===== config.mk =====
export PLATFORM = sky130hd
export DESIGN_NAME = gear_sequencer
export DESIGN_NICKNAME = d
export VERILOG_FILES = /design/src/rtl/gear_pkg.sv /design/src/rtl/key_debounce.sv /design/src/rtl/gear_sequencer.sv
export SDC_FILE = /design/constraint.sdc
export NUM_CORES = 1
export LEC_CHECK = 0
export BUFFER_PORTS_ARGS = -buffer_cell sky130_fd_sc_hd__buf_2
export CAP_MARGIN = 20
export CORE_UTILIZATION = 59
export CTS_CLUSTER_SIZE = 20
export DETAILED_ROUTE_END_ITERATION = 6
export PLACE_DENSITY = 0.78
export SLEW_MARGIN = 0
export SYNTH_ARGS = -nofsm -noshare
export SYNTH_HDL_FRONTEND = slang
export SYNTH_SLANG_ARGS = --single-unit

===== constraint.sdc =====
create_clock -name clk -period 2.85 [get_ports clk]
set_input_delay 0.7125 -clock clk [delete_from_list [all_inputs] [get_ports clk]]
set_output_delay 0.7125 -clock clk [all_outputs]
set_load 0.005 [all_outputs]

===== src/rtl/gear_pkg.sv =====
// Shared widths, step table and sequencer state encoding for gear_sequencer.
package gear_pkg;

    localparam int unsigned GEAR_W = 2;
    localparam int unsigned ADDR_W = 8;
    localparam int unsigned STEP_W = 8;

    localparam logic [GEAR_W-1:0] GEAR_MAX = '1;

    // Phase increment per gear, index 0 is the slowest (~100 Hz at 40 us ticks).
    localparam logic [3:0][STEP_W-1:0] STEP_TABLE = {8'd20, 8'd10, 8'd2, 8'd1};

    typedef enum logic [1:0] {
        StHold,
        StRun,
        StWait
    } seq_state_e;

endpackage


===== src/rtl/key_debounce.sv =====
// Two-flop synchronizer plus stable-level debounce for one active-low key;
// emits a single-cycle pulse on each accepted press.
module key_debounce #(
    parameter int unsigned DEB_CYCLES = 1000000
) (
    input  logic clk,
    input  logic rst_n,
    input  logic key_n,
    output logic press
);

    localparam int unsigned CntW = $clog2(DEB_CYCLES);

    logic            sync1_q;
    logic            sync2_q;
    logic            stable_q;
    logic            stable_d;
    logic            press_q;
    logic            press_d;
    logic [CntW-1:0] cnt_q;
    logic [CntW-1:0] cnt_d;

    // Counter only advances while the synchronized level disagrees with the
    // accepted level; any agreement restarts the stability window.
    always_comb begin
        stable_d = stable_q;
        cnt_d    = '0;
        press_d  = 1'b0;
        if (sync2_q != stable_q) begin
            if (cnt_q == CntW'(DEB_CYCLES - 1)) begin
                stable_d = sync2_q;
                press_d  = ~sync2_q;
            end else begin
                cnt_d = cnt_q + 1'b1;
            end
        end
    end

    always_ff @(posedge clk or negedge rst_n) begin
        if (!rst_n) begin
            sync1_q  <= 1'b1;
            sync2_q  <= 1'b1;
            stable_q <= 1'b1;
            cnt_q    <= '0;
            press_q  <= 1'b0;
        end else begin
            sync1_q  <= key_n;
            sync2_q  <= sync1_q;
            stable_q <= stable_d;
            cnt_q    <= cnt_d;
            press_q  <= press_d;
        end
    end

    assign press = press_q;

endmodule


===== src/rtl/gear_sequencer.sv =====
// Sample-tick divider, phase accumulator and wrap-deferred gear selection for
// the function generator datapath.
module gear_sequencer
    import gear_pkg::*;
#(
    parameter int unsigned CLK_DIV    = 2000,
    parameter int unsigned DEB_CYCLES = 1000000
) (
    input  logic              clk,
    input  logic              rst_n,
    input  logic              key_up_n,
    input  logic              key_dn_n,
    input  logic              run_en,
    output logic [GEAR_W-1:0] gear,
    output logic [STEP_W-1:0] f_step,
    output logic [ADDR_W-1:0] phase_addr,
    output logic              sample_tick,
    output logic              wrap,
    output logic              pending
);

    localparam int unsigned DivW = (CLK_DIV > 1) ? $clog2(CLK_DIV) : 1;

    logic [DivW-1:0]   div_q;
    logic [DivW-1:0]   div_d;
    logic [ADDR_W-1:0] phase_q;
    logic [ADDR_W-1:0] phase_d;
    logic [GEAR_W-1:0] gear_q;
    logic [GEAR_W-1:0] gear_d;
    logic [GEAR_W-1:0] tgt_q;
    logic [GEAR_W-1:0] tgt_d;
    logic [STEP_W-1:0] step_q;
    logic [STEP_W-1:0] step_d;
    logic              tick_q;
    logic              tick_d;
    logic              wrap_q;
    logic              wrap_d;
    logic              pend_q;
    logic              pend_d;
    seq_state_e        state_q;
    seq_state_e        state_d;

    logic              up_ev;
    logic              dn_ev;
    logic              fire;
    logic [ADDR_W:0]   sum;

    key_debounce #(
        .DEB_CYCLES(DEB_CYCLES)
    ) u_key_up (
        .clk  (clk),
        .rst_n(rst_n),
        .key_n(key_up_n),
        .press(up_ev)
    );

    key_debounce #(
        .DEB_CYCLES(DEB_CYCLES)
    ) u_key_dn (
        .clk  (clk),
        .rst_n(rst_n),
        .key_n(key_dn_n),
        .press(dn_ev)
    );

    assign sum  = {1'b0, phase_q} + {1'b0, step_q};
    assign fire = run_en && (div_q == DivW'(CLK_DIV - 1));

    // Simultaneous up/down events cancel; target saturates at both ends.
    always_comb begin
        tgt_d = tgt_q;
        if (up_ev && !dn_ev && (tgt_q != GEAR_MAX)) begin
            tgt_d = tgt_q + 1'b1;
        end else if (dn_ev && !up_ev && (tgt_q != '0)) begin
            tgt_d = tgt_q - 1'b1;
        end
    end

    always_comb begin
        div_d   = div_q;
        phase_d = phase_q;
        gear_d  = gear_q;
        tick_d  = 1'b0;
        wrap_d  = 1'b0;
        state_d = state_q;

        if (run_en) begin
            div_d = fire ? '0 : div_q + 1'b1;
            if (fire) begin
                tick_d  = 1'b1;
                phase_d = sum[ADDR_W-1:0];
                wrap_d  = sum[ADDR_W];
            end
        end else begin
            div_d = '0;
        end

        // While idle a new gear takes effect at once; while generating it is
        // held back until the address wraps so no period is truncated.
        case (state_q)
            StHold, StRun: begin
                if (!run_en) begin
                    gear_d = tgt_d;
                end
            end
            StWait: begin
                if (!run_en) begin
                    gear_d = tgt_d;
                end else if (fire && sum[ADDR_W]) begin
                    gear_d = tgt_q;
                end
            end
            default: begin
                gear_d = tgt_d;
            end
        endcase

        if (!run_en) begin
            state_d = StHold;
        end else if (tgt_d != gear_d) begin
            state_d = StWait;
        end else begin
            state_d = StRun;
        end

        step_d = STEP_TABLE[gear_d];
        pend_d = (tgt_d != gear_d);
    end

    always_ff @(posedge clk or negedge rst_n) begin
        if (!rst_n) begin
            div_q   <= '0;
            phase_q <= '0;
            gear_q  <= '0;
            tgt_q   <= '0;
            step_q  <= STEP_TABLE[0];
            tick_q  <= 1'b0;
            wrap_q  <= 1'b0;
            pend_q  <= 1'b0;
            state_q <= StHold;
        end else begin
            div_q   <= div_d;
            phase_q <= phase_d;
            gear_q  <= gear_d;
            tgt_q   <= tgt_d;
            step_q  <= step_d;
            tick_q  <= tick_d;
            wrap_q  <= wrap_d;
            pend_q  <= pend_d;
            state_q <= state_d;
        end
    end

    assign gear        = gear_q;
    assign f_step      = step_q;
    assign phase_addr  = phase_q;
    assign sample_tick = tick_q;
    assign wrap        = wrap_q;
    assign pending     = pend_q;

endmodule


==> impl_metrics.yaml <==
pwr:
  leakage_nw: 2.03
  pwr-share-comb: 0.074
  ir_worst_vdd_uv: 586
  intPower_mw: 1.83
  p_sw_frac: 0.225
  p_per_area_mw_per_mm2: 543
  p_seq_frac: 0.515
  power_frac_clock: 0.411
  total_power_mw: 2.36
  p_sw_mw: 0.531
routing:
  drt-total-wl_um: 6660
  dr.pass1.iters: 4
  drtIter0Drc: 85
  route.vias.total: 2672
  drc: 0
  ant_nets: 0
  viasPerCell: 5.52
  wl_per_cell_um: 13.8
global_routing:
  grt_first_pass_wirelength_um: 11800
  gr-total-overflow: 0
  grt_max_degree: 46
  antenna_found_initial: 0
  track_usage: 0.210
  grt_pass1_vias: 2678
clock_tree:
  cts.sinks: 80
  cts_root_buf: "clkbuf_8"
  hold_buffers: 0
  postCtsSetupRepairBufs: 0
  cts_htree_levels: 3
  cts_made_buffers: 9
  tritoncts: "built"
  clk_latency_ps: 350
  clkSlewWorstSetupHoldPaths_ps: 80
  clock_path_buffers: 2
  cts_resized: 1
timing:
  setup_violations: 0
  finClkSkew_ps: 6.65
  slew_violations: 0
  max_freq_mhz: 369
  post-route-worst-setup-slack_ps: 142
  hold_viol_final: 0
  min_period_ps: 2710
  rsz0062_at_grt: "no"
  worstMarginPinSlew_ps: 618
  fin_setup_tns_ps: 0
  post-route-period-util: 0.950
  relSlewSlack: 0.587
logic_synthesis:
  ys_ff_latch: 80
  synth_commonest_cells: "dfrtp_1 (73), nor2_1 (63), nand2_1 (30)"
  synth.distinct_cells: 54
  synth.most_common_cell: "dfrtp_1"
  synth_warnings: 0
  synth-edff-count: 0
  ys_seq_area_frac: 0.514
  syn_avg_cell_area_um2: 10.5
  async_reset_ff_frac: 1.00
  synth_ff_type: "dfrtp_1"
  synth.area.top_cells: "dfrtp_1 (47%), xnor2_1 (6.3%), xor2_1 (6.3%), nor2_1 (6.0%), dfstp_2 (4.7%)"
  synth.top_cell.area_share: 0.467
  synth_area_mm2: 0.00391
  synth.largest_area_cell: "dfrtp_1"
  synthCells: 374
die:
  die_h_um: 83.4
  rows: 29
  start_util: 0.613
  ios: 26
  fp.dieW_um: 83.4
  dieArea_mm2: 0.00696
  core_mm2: 0.00639
place:
  placedCellCount: 468
  dpl.hpwl_um: 4630
  dpl_worst_slack_ps: 1.05
  port_buffers: 22
  gp_congestion: 0.838
min_path:
  hold_path_class: "in -> async"
final_layout:
  final_nets: 421
  finalNonFillerCells: 484
  final_util: 0.681
  syn2layout_area_growth_pct: 11.1
  drive_above_1_share: 0.155
  num-fill-cells: 477
  antenna_cells: 0
critical_path:
  cp.required_ps: 3080
  crit_path_start_kind: "flip-flop"
  arrival_ps: 2940
  critPathMaxFanout: 3
  end_kind: "flip-flop"
  critical_path_class: "reg -> reg"
job:
  cap_violations: 0
run_status:
  status: "finished clean"
cells in the final DEF (no fill, tap or decap), drive strengths merged, types with 3 or more instances in the layout:
master  instances
nand3          26
a211o           3
ha             13
buf            24
inv            10
conb            3
a21oi           5
nand4           7
xnor2          28
dfrtp          73
xor2           28
nand2          30
bufinv          3
and3           15
nor2           63
and4            3
clkbuf         10
dfstp           7
nor4            3
and2            3
nor3            6
o21ai           7
cells by family (layout without fill, tap and decap cells):
| group | after synthesis | after routing | synth area share |
|---|---|---|---|
| other | 1 | 3 | 0.000958 |
| buffers and inverters | 19 | 50 | 0.0237 |
| AO/OA/AOI/OAI | 31 | 31 | 0.0630 |
| adder cells (fa/ha/maj) | 14 | 14 | 0.0467 |
| flip-flops | 80 | 80 | 0.514 |
| XOR/XNOR | 56 | 56 | 0.125 |
| multiplexers | 3 | 3 | 0.00831 |
| AND/OR/NAND/NOR | 170 | 170 | 0.218 |
state kept, by name (all words and copies together) (netlist names):
name and count:
div_q 11, u_key_dn.stable_q 1, gear 2, u_key_up.press 1, u_key_up.stable_q 1, tgt_q 2
u_key_dn.sync1_q 1, u_key_up.sync1_q 1, phase_addr 8, u_key_up.sync2_q 1, u_key_up.cnt_q 20, u_key_dn.cnt_q 20
u_key_dn.press 1, pending 1, wrap 1, state_q 2, u_key_dn.sync2_q 1, sample_tick 1
f_step 4
final cells by class:
cell class | count | area [µm²] | share of cell area
clock buffer | 10 | 128 | 0.0294
tap | 77 | 96.3 | 0.0222
multi-input combinational | 277 | 1830 | 0.420
sequential | 80 | 2010 | 0.462
clock inverter | 6 | 108 | 0.0247
timing repair buffer | 24 | 140 | 0.0322
inverter | 10 | 37.5 | 0.00863
worst max-delay path, cell delays in order, from the launching register on:
cell and delay [ps]:
dfrtp_1 400, ha_1 220, fa_1 440, a211oi_2 290
o21ba_2 230, o31ai_4 80, and2_4 150, a22o_1 200
a211oi_2 280, ha_1 290
through the flow:
stage / instance area, µm² / hold WS (ps)
CTS: 4340 / 317
finish: 4350 / 308
global placement: 4100 / 348
detailed placement: 4100 / 349
global route: 4350 / 347
floorplan: 3920 / 345
power by group through the flow:
stage	Clock, mW	Combinational [mW]	Sequential, mW
floorplan	0	0.106	1.23
detailed placement	0	0.174	1.24
CTS	0.997	0.176	1.21
finish	0.969	0.175	1.22
global placement	0	0.166	1.23
global route	1.04	0.201	1.22
path summary, 6_finish.rpt:
path,start,to,slack (ps),cells past startpoint
max,phase_addr[0],f_step[1],140,9
min reg2reg,u_key_up.sync1_q,u_key_up.sync2_q,360,0
max reg2reg,phase_addr[0],f_step[1],140,9
min in group clk,u_key_up.sync1_q,u_key_up.sync2_q,360,0
min,rst_n,u_key_up.cnt_q[10],310,1
max in group asynchronous,rst_n,f_step[0],1910,2
per-layer routing:
metal / share of wire / vias to the layer above / GRT usage
met5: 0 / - / 0
li1: - / 1318 / -
met2: 0.49 / 37 / 0.338
met4: 0.019 / 0 / 0.0894
met1: 0.46 / 1301 / 0.276
met3: 0.030 / 16 / 0.0467
(Power assumes the default switching activity.)
